`src/rtl/i2c_apb_pkg.sv`:
```
// Shared types and constants for the I2C-to-APB master stage.
package i2c_apb_pkg;

    localparam int I2C_ADDR_W = 7;
    localparam int DEF_ADDR_W = 8;
    localparam int DEF_DATA_W = 8;

    typedef enum logic [1:0] {
        ST_IDLE   = 2'd0,
        ST_SETUP  = 2'd1,
        ST_ACCESS = 2'd2,
        ST_RESP   = 2'd3
    } state_e;

    typedef struct packed {
        logic                  write;
        logic [I2C_ADDR_W-1:0] addr;
        logic [DEF_DATA_W-1:0] wdata;
    } req_t;

endpackage

```
`src/rtl/apb_timeout_ctr.sv`:
```
// Saturating wait-state counter; expired flags the last permitted ACCESS cycle.
module apb_timeout_ctr #(
    parameter int LIMIT = 16,
    parameter int W     = (LIMIT < 1) ? 1 : $clog2(LIMIT + 1)
) (
    input  logic clk,
    input  logic rst,
    input  logic clr,
    input  logic en,
    output logic expired
);

    localparam logic [W-1:0] MAX  = '1;
    localparam logic [W-1:0] LAST = (LIMIT == 0) ? '0 : W'(LIMIT - 1);

    logic [W-1:0] count;

    always_ff @(posedge clk) begin
        if (rst || clr) begin
            count <= '0;
        end else if (en && count != MAX) begin
            count <= count + W'(1);
        end
    end

    // LIMIT of zero disables the timeout entirely.
    assign expired = (LIMIT != 0) && (count == LAST);

endmodule

```
`src/rtl/i2c_apb_master.sv`:
```
// Runs one APB SETUP/ACCESS transfer per I2C request and returns rdata/err.
// Handshakes: a transfer moves on an edge where valid and ready are both 1;
// the sender holds valid and its payload stable until that edge.
module i2c_apb_master
    import i2c_apb_pkg::*;
#(
    parameter int ADDR_W  = DEF_ADDR_W,
    parameter int DATA_W  = DEF_DATA_W,
    parameter int TIMEOUT = 16
) (
    input  logic                  clk,
    input  logic                  rst,
    input  logic                  req_valid,
    output logic                  req_ready,
    input  logic                  req_write,
    input  logic [I2C_ADDR_W-1:0] req_addr,
    input  logic [DATA_W-1:0]     req_wdata,
    output logic                  rsp_valid,
    input  logic                  rsp_ready,
    output logic [DATA_W-1:0]     rsp_rdata,
    output logic                  rsp_err,
    output logic                  psel,
    output logic                  penable,
    output logic                  pwrite,
    output logic [ADDR_W-1:0]     paddr,
    output logic [DATA_W-1:0]     pwdata,
    input  logic [DATA_W-1:0]     prdata,
    input  logic                  pready,
    input  logic                  pslverr,
    output logic [1:0]            dbg_state
);

    localparam logic [1:0] IDLE   = ST_IDLE;
    localparam logic [1:0] SETUP  = ST_SETUP;
    localparam logic [1:0] ACCESS = ST_ACCESS;
    localparam logic [1:0] RESP   = ST_RESP;

    logic [1:0] state;
    logic       expired;
    req_t       req_in;

    assign req_in    = '{write: req_write, addr: req_addr, wdata: DEF_DATA_W'(req_wdata)};
    assign dbg_state = state;

    apb_timeout_ctr #(.LIMIT(TIMEOUT)) u_timeout (
        .clk     (clk),
        .rst     (rst),
        .clr     (state == RESP && rsp_ready),
        .en      (state == ACCESS && !pready),
        .expired (expired)
    );

    always_ff @(posedge clk) begin
        if (rst) begin
            state     <= IDLE;
            req_ready <= 1'b1;
            rsp_valid <= 1'b0;
            rsp_rdata <= '0;
            rsp_err   <= 1'b0;
            psel      <= 1'b0;
            penable   <= 1'b0;
            pwrite    <= 1'b0;
            paddr     <= '0;
            pwdata    <= '0;
        end else begin
            case (state)
                IDLE: begin
                    if (req_valid && req_ready) begin
                        psel      <= 1'b1;
                        penable   <= 1'b0;
                        pwrite    <= req_in.write;
                        paddr     <= ADDR_W'(req_in.addr);
                        pwdata    <= DATA_W'(req_in.wdata);
                        req_ready <= 1'b0;
                        state     <= SETUP;
                    end
                end
                SETUP: begin
                    penable <= 1'b1;
                    state   <= ACCESS;
                end
                ACCESS: begin
                    // pready wins over a timeout landing in the same cycle.
                    if (pready) begin
                        rsp_rdata <= (!pwrite && !pslverr) ? prdata : '0;
                        rsp_err   <= pslverr;
                        psel      <= 1'b0;
                        penable   <= 1'b0;
                        rsp_valid <= 1'b1;
                        state     <= RESP;
                    end else if (expired) begin
                        rsp_rdata <= '0;
                        rsp_err   <= 1'b1;
                        psel      <= 1'b0;
                        penable   <= 1'b0;
                        rsp_valid <= 1'b1;
                        state     <= RESP;
                    end
                end
                RESP: begin
                    if (rsp_ready) begin
                        rsp_valid <= 1'b0;
                        req_ready <= 1'b1;
                        state     <= IDLE;
                    end
                end
                default: state <= IDLE;
            endcase
        end
    end

endmodule

```
`config.mk`:
```
export PLATFORM = sky130hd
export DESIGN_NAME = i2c_apb_master
export DESIGN_NICKNAME = d
export VERILOG_FILES = /design/src/rtl/i2c_apb_pkg.sv /design/src/rtl/apb_timeout_ctr.sv /design/src/rtl/i2c_apb_master.sv
export SDC_FILE = /design/constraint.sdc
export NUM_CORES = 1
export LEC_CHECK = 0
export ABC_AREA = 1
export CAP_MARGIN = 20
export CORE_ASPECT_RATIO = 2
export CORE_MARGIN = 10
export CORE_UTILIZATION = 27
export DETAILED_ROUTE_END_ITERATION = 12
export GPL_TIMING_DRIVEN = 0
export PLACE_DENSITY = 0.56
export SKIP_CTS_REPAIR_TIMING = 1
export SLEW_MARGIN = 20
export SYNTH_ARGS = -nofsm -noshare
export SYNTH_HDL_FRONTEND = slang
export SYNTH_SLANG_ARGS = --single-unit
export TNS_END_PERCENT = 50
```
`constraint.sdc`:
```
create_clock -name clk -period 1.95 [get_ports clk]
set_input_delay 0.39 -clock clk [delete_from_list [all_inputs] [get_ports clk]]
set_output_delay 0.39 -clock clk [all_outputs]
set_load 0.005 [all_outputs]
```
==> results of run 1 <==
final timing paths:
path                                                 from                endpoint  depth (start not counted)
worst max-delay path            dbg_state[0]$_SDFFE_PP0P_  pwdata[0]$_SDFFE_PP0P_                          6
worst min-delay path               pwdata[5]$_SDFFE_PP0P_  pwdata[5]$_SDFFE_PP0P_                          2
worst max register to register  dbg_state[0]$_SDFFE_PP0P_  pwdata[0]$_SDFFE_PP0P_                          6
worst min register to register     pwdata[5]$_SDFFE_PP0P_  pwdata[5]$_SDFFE_PP0P_                          2
metal layers:
metal	vias to the layer above	part of all wire	GRT usage
met5	-	0	0
met1	643	0.38	0.09513
li1	771	-	-
met2	43	0.53	0.1642
met3	4	0.084	0.04245
met4	0	0.015	0.04382
critical path, cell delays in order, from the launching register on:
cell and delay, ns:
dfxtp_1 0.42, inv_1 0.09, ha_1 0.25, nand3_1 0.20, clkbuf_1 0.39, o21ai_0 0.14, a21oi_1 0.13
through the flow:
step / setup WS (ns) / instance area (um2) / power, uW
finish: 0.2498 / 2298 / 2463
global route: 0.03463 / 2298 / 2677
CTS: 0.1486 / 2290 / 2519
detailed placement: 0.09016 / 2197 / 1944
global placement: 0.08073 / 2197 / 1938
floorplan: 0.4526 / 1521 / 1431
layout make-up:
cell class / instances / area [um2] / area share
flip-flops and latches: 36 / 720.7 / 0.3136
inverters: 33 / 123.9 / 0.05389
clock buffers: 6 / 82.58 / 0.03593
well taps: 60 / 75.07 / 0.03266
plain buffers: 6 / 26.28 / 0.01143
multi-input cells: 122 / 659.4 / 0.2869
clock inverters: 2 / 10.01 / 0.004355
repair buffers: 60 / 600.6 / 0.2613
sequential cells by signal (all words and copies together), names as in the netlist:
| name | count |
|---|---|
| psel | 1 |
| pwrite | 1 |
| rsp_rdata | 8 |
| req_ready | 1 |
| rsp_valid | 1 |
| dbg_state | 2 |
| paddr | 7 |
| pwdata | 8 |
| rsp_err | 1 |
| penable | 1 |
| u_timeout.count | 5 |
cell usage in the layout (no fill, tap or decap):
cell type,synthesis,final
buf_4,1,1
nor2_1,6,6
a21oi_1,32,32
nor3_2,0,1
inv_2,2,2
clkinv_1,1,1
clkdlybuf4s50_1,0,60
o21ai_0,19,19
ha_1,7,7
o21ai_2,1,2
nand3_1,16,16
nor3_4,2,2
a211oi_1,1,1
dfxtp_1,36,36
conb_1,1,1
nand2_1,31,31
clkinv_2,0,2
clkbuf_1,5,5
nand4_1,3,3
clkbuf_8,0,6
inv_1,30,30
o21bai_1,1,1
logic make-up after synthesis:
group                    Yosys count
flip-flops                        36
other                              1
AND/OR/NAND/NOR                   59
buffers and inverters             39
AO/OA/AOI/OAI                     55
adder cells (fa/ha/maj)            7
power by group through the flow:
| stage | Combinational (uW) | Sequential [uW] | Clock (uW) |
|---|---|---|---|
| finish | 909 | 996 | 558 |
| CTS | 933 | 1000 | 584 |
| global placement | 925 | 1010 | 0 |
| floorplan | 411 | 1020 | 0 |
| detailed placement | 928 | 1020 | 0 |
| global route | 1040 | 1020 | 622 |
==> flow_metrics.py, run 1 <==
metrics = {
    "die": {
        "die_width_um": 73.08,
        "fp.coreArea_um2": 5468,
        "core.rowCount": 38,
        "dieArea_um2": 9220,
        "die_y_um": 126.2,
        "start_util": 0.2783,
        "ioPinCount": 62,
    },
    "sta": {
        "fin_crit_sh": 0.8719,
        "fin_crit_ns": 1.700,
        "hold_violations": 0,
        "setup_tns_ns": 0,
        "clock.fmax_ghz": 0.5882,
        "setup_viol": 0,
        "holdWs_ns": 0.4445,
        "grt_setup_unrepaired": "no",
        "slew_viol_final": 0,
        "finalClockSkew_ns": 0.006067,
    },
    "synthesis": {
        "synth_top_cell_by_area": "dfxtp_1",
        "async_flop_share": 0,
        "synth_top_family_by_area": "compound AO/OA/AOI/OAI gates",
        "synthXorXnorAreaFrac": 0,
        "synth_top_area_share": 0.4737,
        "synth_area_leaders": "dfxtp_1 47%, a21oi_1 11%, nand2_1 7.6%",
        "synth_compound_area_frac": 0.1867,
        "synth.most_common_cell": "dfxtp_1",
        "yosys.area_share.simple": 0.1809,
        "seq_area_frac_synth": 0.4737,
        "synth_edf_count": 0,
        "yosys_register_bits": 36,
        "syn_area_um2": 1521,
        "yosys-top-cells-count": "36 x dfxtp_1, 32 x a21oi_1, 31 x nand2_1",
        "synth-adder-area-share": 0.05757,
        "ys_types": 20,
        "yosys-mux-area-fraction": 0,
        "syn-num-nets": 234,
        "yosys_warnings": 0,
        "avgSynthCellArea_um2": 7.723,
        "synthCells": 197,
        "synthFlopType": "dfxtp_1",
    },
    "cts": {
        "cts_buffers": 5,
        "cts-root-buf": "clkbuf_8",
        "clk_latency_ns": 0.29,
        "h-tree-depth": 2,
        "clk_pin_slew_ns": 0.08,
        "cts_tree": "done",
        "cts_num_sinks": 36,
        "ctsLongestPathBuffers": 2,
    },
    "cells_and_area": {
        "drive_gt1_frac": 0.06038,
        "fillers": 564,
        "postLayoutCoreUtil": 0.4204,
        "area_growth_pct": 51.07,
        "nNetsFinal": 301,
        "diodes": 0,
        "finalNonFillerCells": 325,
    },
    "flow_run": {
        "cap_violations": 0,
    },
    "worst_setup_path": {
        "r2r_setup_slack_ns": 0.25,
        "required_ns": 2.17,
        "cp.arrival_ns": 1.92,
        "worstSetupStartpointType": "flop",
        "crit_fanout": 10,
        "crit_type": "reg -> reg",
        "cp-end-kind": "flop",
    },
    "power_and_ir_drop": {
        "p_seq_frac": 0.404,
        "p_leak_uw": 0.0008853,
        "p_sw_uw": 806.4,
        "p_int_uw": 1657,
        "p_clk_frac": 0.227,
        "netSwitchingFraction": 0.3274,
        "comb_power_share": 0.369,
        "p_per_area_nw_per_um2": 1072,
        "worst_ir_drop_vdd_mv": 0.6642,
    },
    "global_routing": {
        "grt_max_degree": 12,
        "grt_pass1_vias": 1458,
        "overflow": 0,
        "grt_pass1_wl_um": 7072,
        "antenna_found_initial": 0,
        "grt_usage": 0.09620,
    },
    "route": {
        "drcViolationCount": 0,
        "ant_nets": 0,
        "via_per_inst": 4.495,
        "drt-pass1-iter-count": 4,
        "vias": 1461,
        "wl_um": 4323,
        "drt-initial-drc-count": 75,
        "wl_per_cell_um": 13.30,
    },
    "outcome": {
        "outcome": "finished, final reports clean",
    },
    "placement": {
        "place_inst": 317,
        "hpwl_um": 3413,
        "io_buffers": 60,
        "gp_congestion": 0.7520,
    },
    "min_path": {
        "hp-class": "reg -> reg",
    },
}
No activity file was read; power rests on OpenSTA's default activity.
==> run 2, diff against run 1 <==
Settings changed: CORE_UTILIZATION 27 to 42, PLACE_DENSITY 0.56 to 0.79, SETUP_SLACK_MARGIN from default to 0.05.
==> run 2 against run 1 <==
Compared with the run above: via count grew 3.0%; register-to-register slack worse by 0.05 ns; clock power is 1% lower; worst hold slack lost 0.0020 ns; clock skew barely moved; total power is essentially flat; non-clock buffer count did not move; sequential share of layout area rose by 0.24 points; first-iteration DRC count shrank 48%; die area decreased by 29%; critical path depth rose by 1.
==> flow_metrics.py, run 2 (same netlist as run 1, synthesis figures left out) <==
metrics = {
    "outcome": {
        "outcome": "finished, final reports clean",
    },
    "cells_and_area": {
        "fillers": 320,
        "final_common_cell": "clkdlybuf4s50_1",
        "drive_gt1_frac": 0.05283,
        "layout_common_cells": "60 x clkdlybuf4s50_1, 36 x dfxtp_1, 32 x a21oi_1, 31 x nand2_1, 30 x inv_1",
        "reg_top3": "pwdata x8, rsp_rdata x8, paddr x7",
        "diodes": 0,
        "area_growth_pct": 49.92,
        "nNetsFinal": 301,
    },
    "route": {
        "vias": 1505,
        "wl_per_cell_um": 13.22,
        "ant_nets": 0,
        "drcViolationCount": 0,
        "drt-pass1-iter-count": 4,
        "via_per_inst": 4.808,
        "drt-initial-drc-count": 39,
        "wl_um": 4139,
    },
    "sta": {
        "setup_tns_ns": 0,
        "grt_setup_unrepaired": "yes",
        "clock.fmax_ghz": 0.5728,
        "worst_slew_pin_slew_ns": 0.6156,
        "finalClockSkew_ns": 0.005769,
        "fin_crit_sh": 0.8953,
        "slew_headroom": 0.5869,
        "fin_crit_ns": 1.746,
        "setup_viol": 0,
        "hold_violations": 0,
        "slew_viol_final": 0,
    },
    "worst_setup_path": {
        "cp_cell_sequence": "ha_1 -> inv_1 -> nor3_2 -> ha_1 -> o21ai_1 -> nand2_1 -> a21oi_1",
        "cp-end-kind": "flop",
        "crit_type": "reg -> reg",
        "cp_slowest_cell": "o21ai_1",
        "crit_fanout": 9,
        "required_ns": 2.17,
        "cp_common_cell": "ha_1",
        "critical-path-max-stage-delay_ns": 0.50,
        "worstSetupStartpointType": "flop",
        "cp.arrival_ns": 1.96,
    },
    "global_routing": {
        "grt_max_degree": 12,
        "grt_usage": 0.1312,
        "grt_pass1_wl_um": 7155,
        "antenna_found_initial": 0,
        "grt_pass1_vias": 1535,
        "overflow": 0,
    },
    "die": {
        "fp.coreArea_um2": 3453,
        "dieArea_um2": 6576,
        "ioPinCount": 62,
        "die_width_um": 62.56,
        "core.rowCount": 30,
        "start_util": 0.4406,
        "die_y_um": 105.1,
    },
    "cts": {
        "cts_buffers": 5,
        "cts_num_sinks": 36,
        "clk_latency_ns": 0.29,
        "ctsLongestPathBuffers": 2,
        "cts-root-buf": "clkbuf_8",
        "clk_pin_slew_ns": 0.07,
        "h-tree-depth": 2,
        "cts_tree": "done",
    },
    "power_and_ir_drop": {
        "p_leak_uw": 0.0008784,
        "p_int_uw": 1662,
        "p_per_area_nw_per_um2": 1079,
        "p_total_uw": 2461,
        "p_sw_uw": 799.2,
        "comb_power_share": 0.372,
        "p_seq_frac": 0.405,
        "p_clk_frac": 0.223,
        "worst_ir_drop_vdd_mv": 0.8127,
        "netSwitchingFraction": 0.3247,
    },
    "min_path": {
        "hp-class": "reg -> reg",
    },
    "placement": {
        "hpwl_um": 3312,
        "io_buffers": 60,
        "gp_congestion": 0.7439,
    },
    "flow_run": {
        "cap_violations": 0,
    },
}
[run 2: area by class of cell]
| cell class | instances | area (um2) | share of cell area |
|---|---|---|---|
| multi-input combinational | 122 | 655.6 | 0.2874 |
| inverter | 33 | 123.9 | 0.05431 |
| sequential | 36 | 720.7 | 0.3160 |
| timing repair buffer | 60 | 600.6 | 0.2633 |
| tap | 48 | 60.06 | 0.02633 |
| buffer | 6 | 26.28 | 0.01152 |
| clock buffer | 7 | 86.33 | 0.03785 |
| clock inverter | 1 | 7.507 | 0.003291 |
[run 2: through the flow]
stage | cells | area, um2 | util | worst slack [ns] | hold WS [ns]
floorplan | 197 | 1521 | - | 0.4526 | 0.4396
global placement | 305 | 2182 | 0.6319 | 0.1360 | 0.4301
detailed placement | 305 | 2182 | 0.6319 | 0.1276 | 0.4354
CTS | 313 | 2276 | 0.6591 | 0.1479 | 0.4484
global route | 313 | 2281 | 0.6605 | 0.03311 | 0.4636
finish | 313 | 2281 | 0.6605 | 0.2041 | 0.4424
[run 2: worst max-delay path, delay by kind of cell (launching register included)]
kind	cells	cell delay, ns
AOI/OAI and AO/OA	2	0.68
DFF	1	0.35
and+or+nand+nor	2	0.15
adders and majority gates	2	0.42
buffers and inverters	1	0.09
[run 2: final timing paths]
path	start	end	slack (ns)	depth (start not counted)
hold reg to reg	pwdata[5]$_SDFFE_PP0P_	pwdata[5]$_SDFFE_PP0P_	0.44	2
setup reg to reg	u_timeout.count[0]$_SDFFE_PP0P_	rsp_rdata[0]$_SDFFE_PP0P_	0.20	7
setup / recovery	u_timeout.count[0]$_SDFFE_PP0P_	rsp_rdata[0]$_SDFFE_PP0P_	0.20	7
hold / removal	pwdata[5]$_SDFFE_PP0P_	pwdata[5]$_SDFFE_PP0P_	0.44	2
[run 2: per-layer routing]
metal,wire [um],share of wire,GRT usage
met1,1476,0.36,0.1179
met2,2241,0.54,0.2426
met3,309,0.075,0.05561
met4,112,0.027,0.06270
met5,0,0,0
[run 2: power by group through the flow]
stage	registers (uW)	logic, uW	clock network, uW
3_5_place_dp	1010	923	0
4_1_cts	1000	937	563
6_report	996	915	550
3_3_place_gp	1010	910	0
5_1_grt	1020	1030	602
2_1_floorplan	1020	411	0
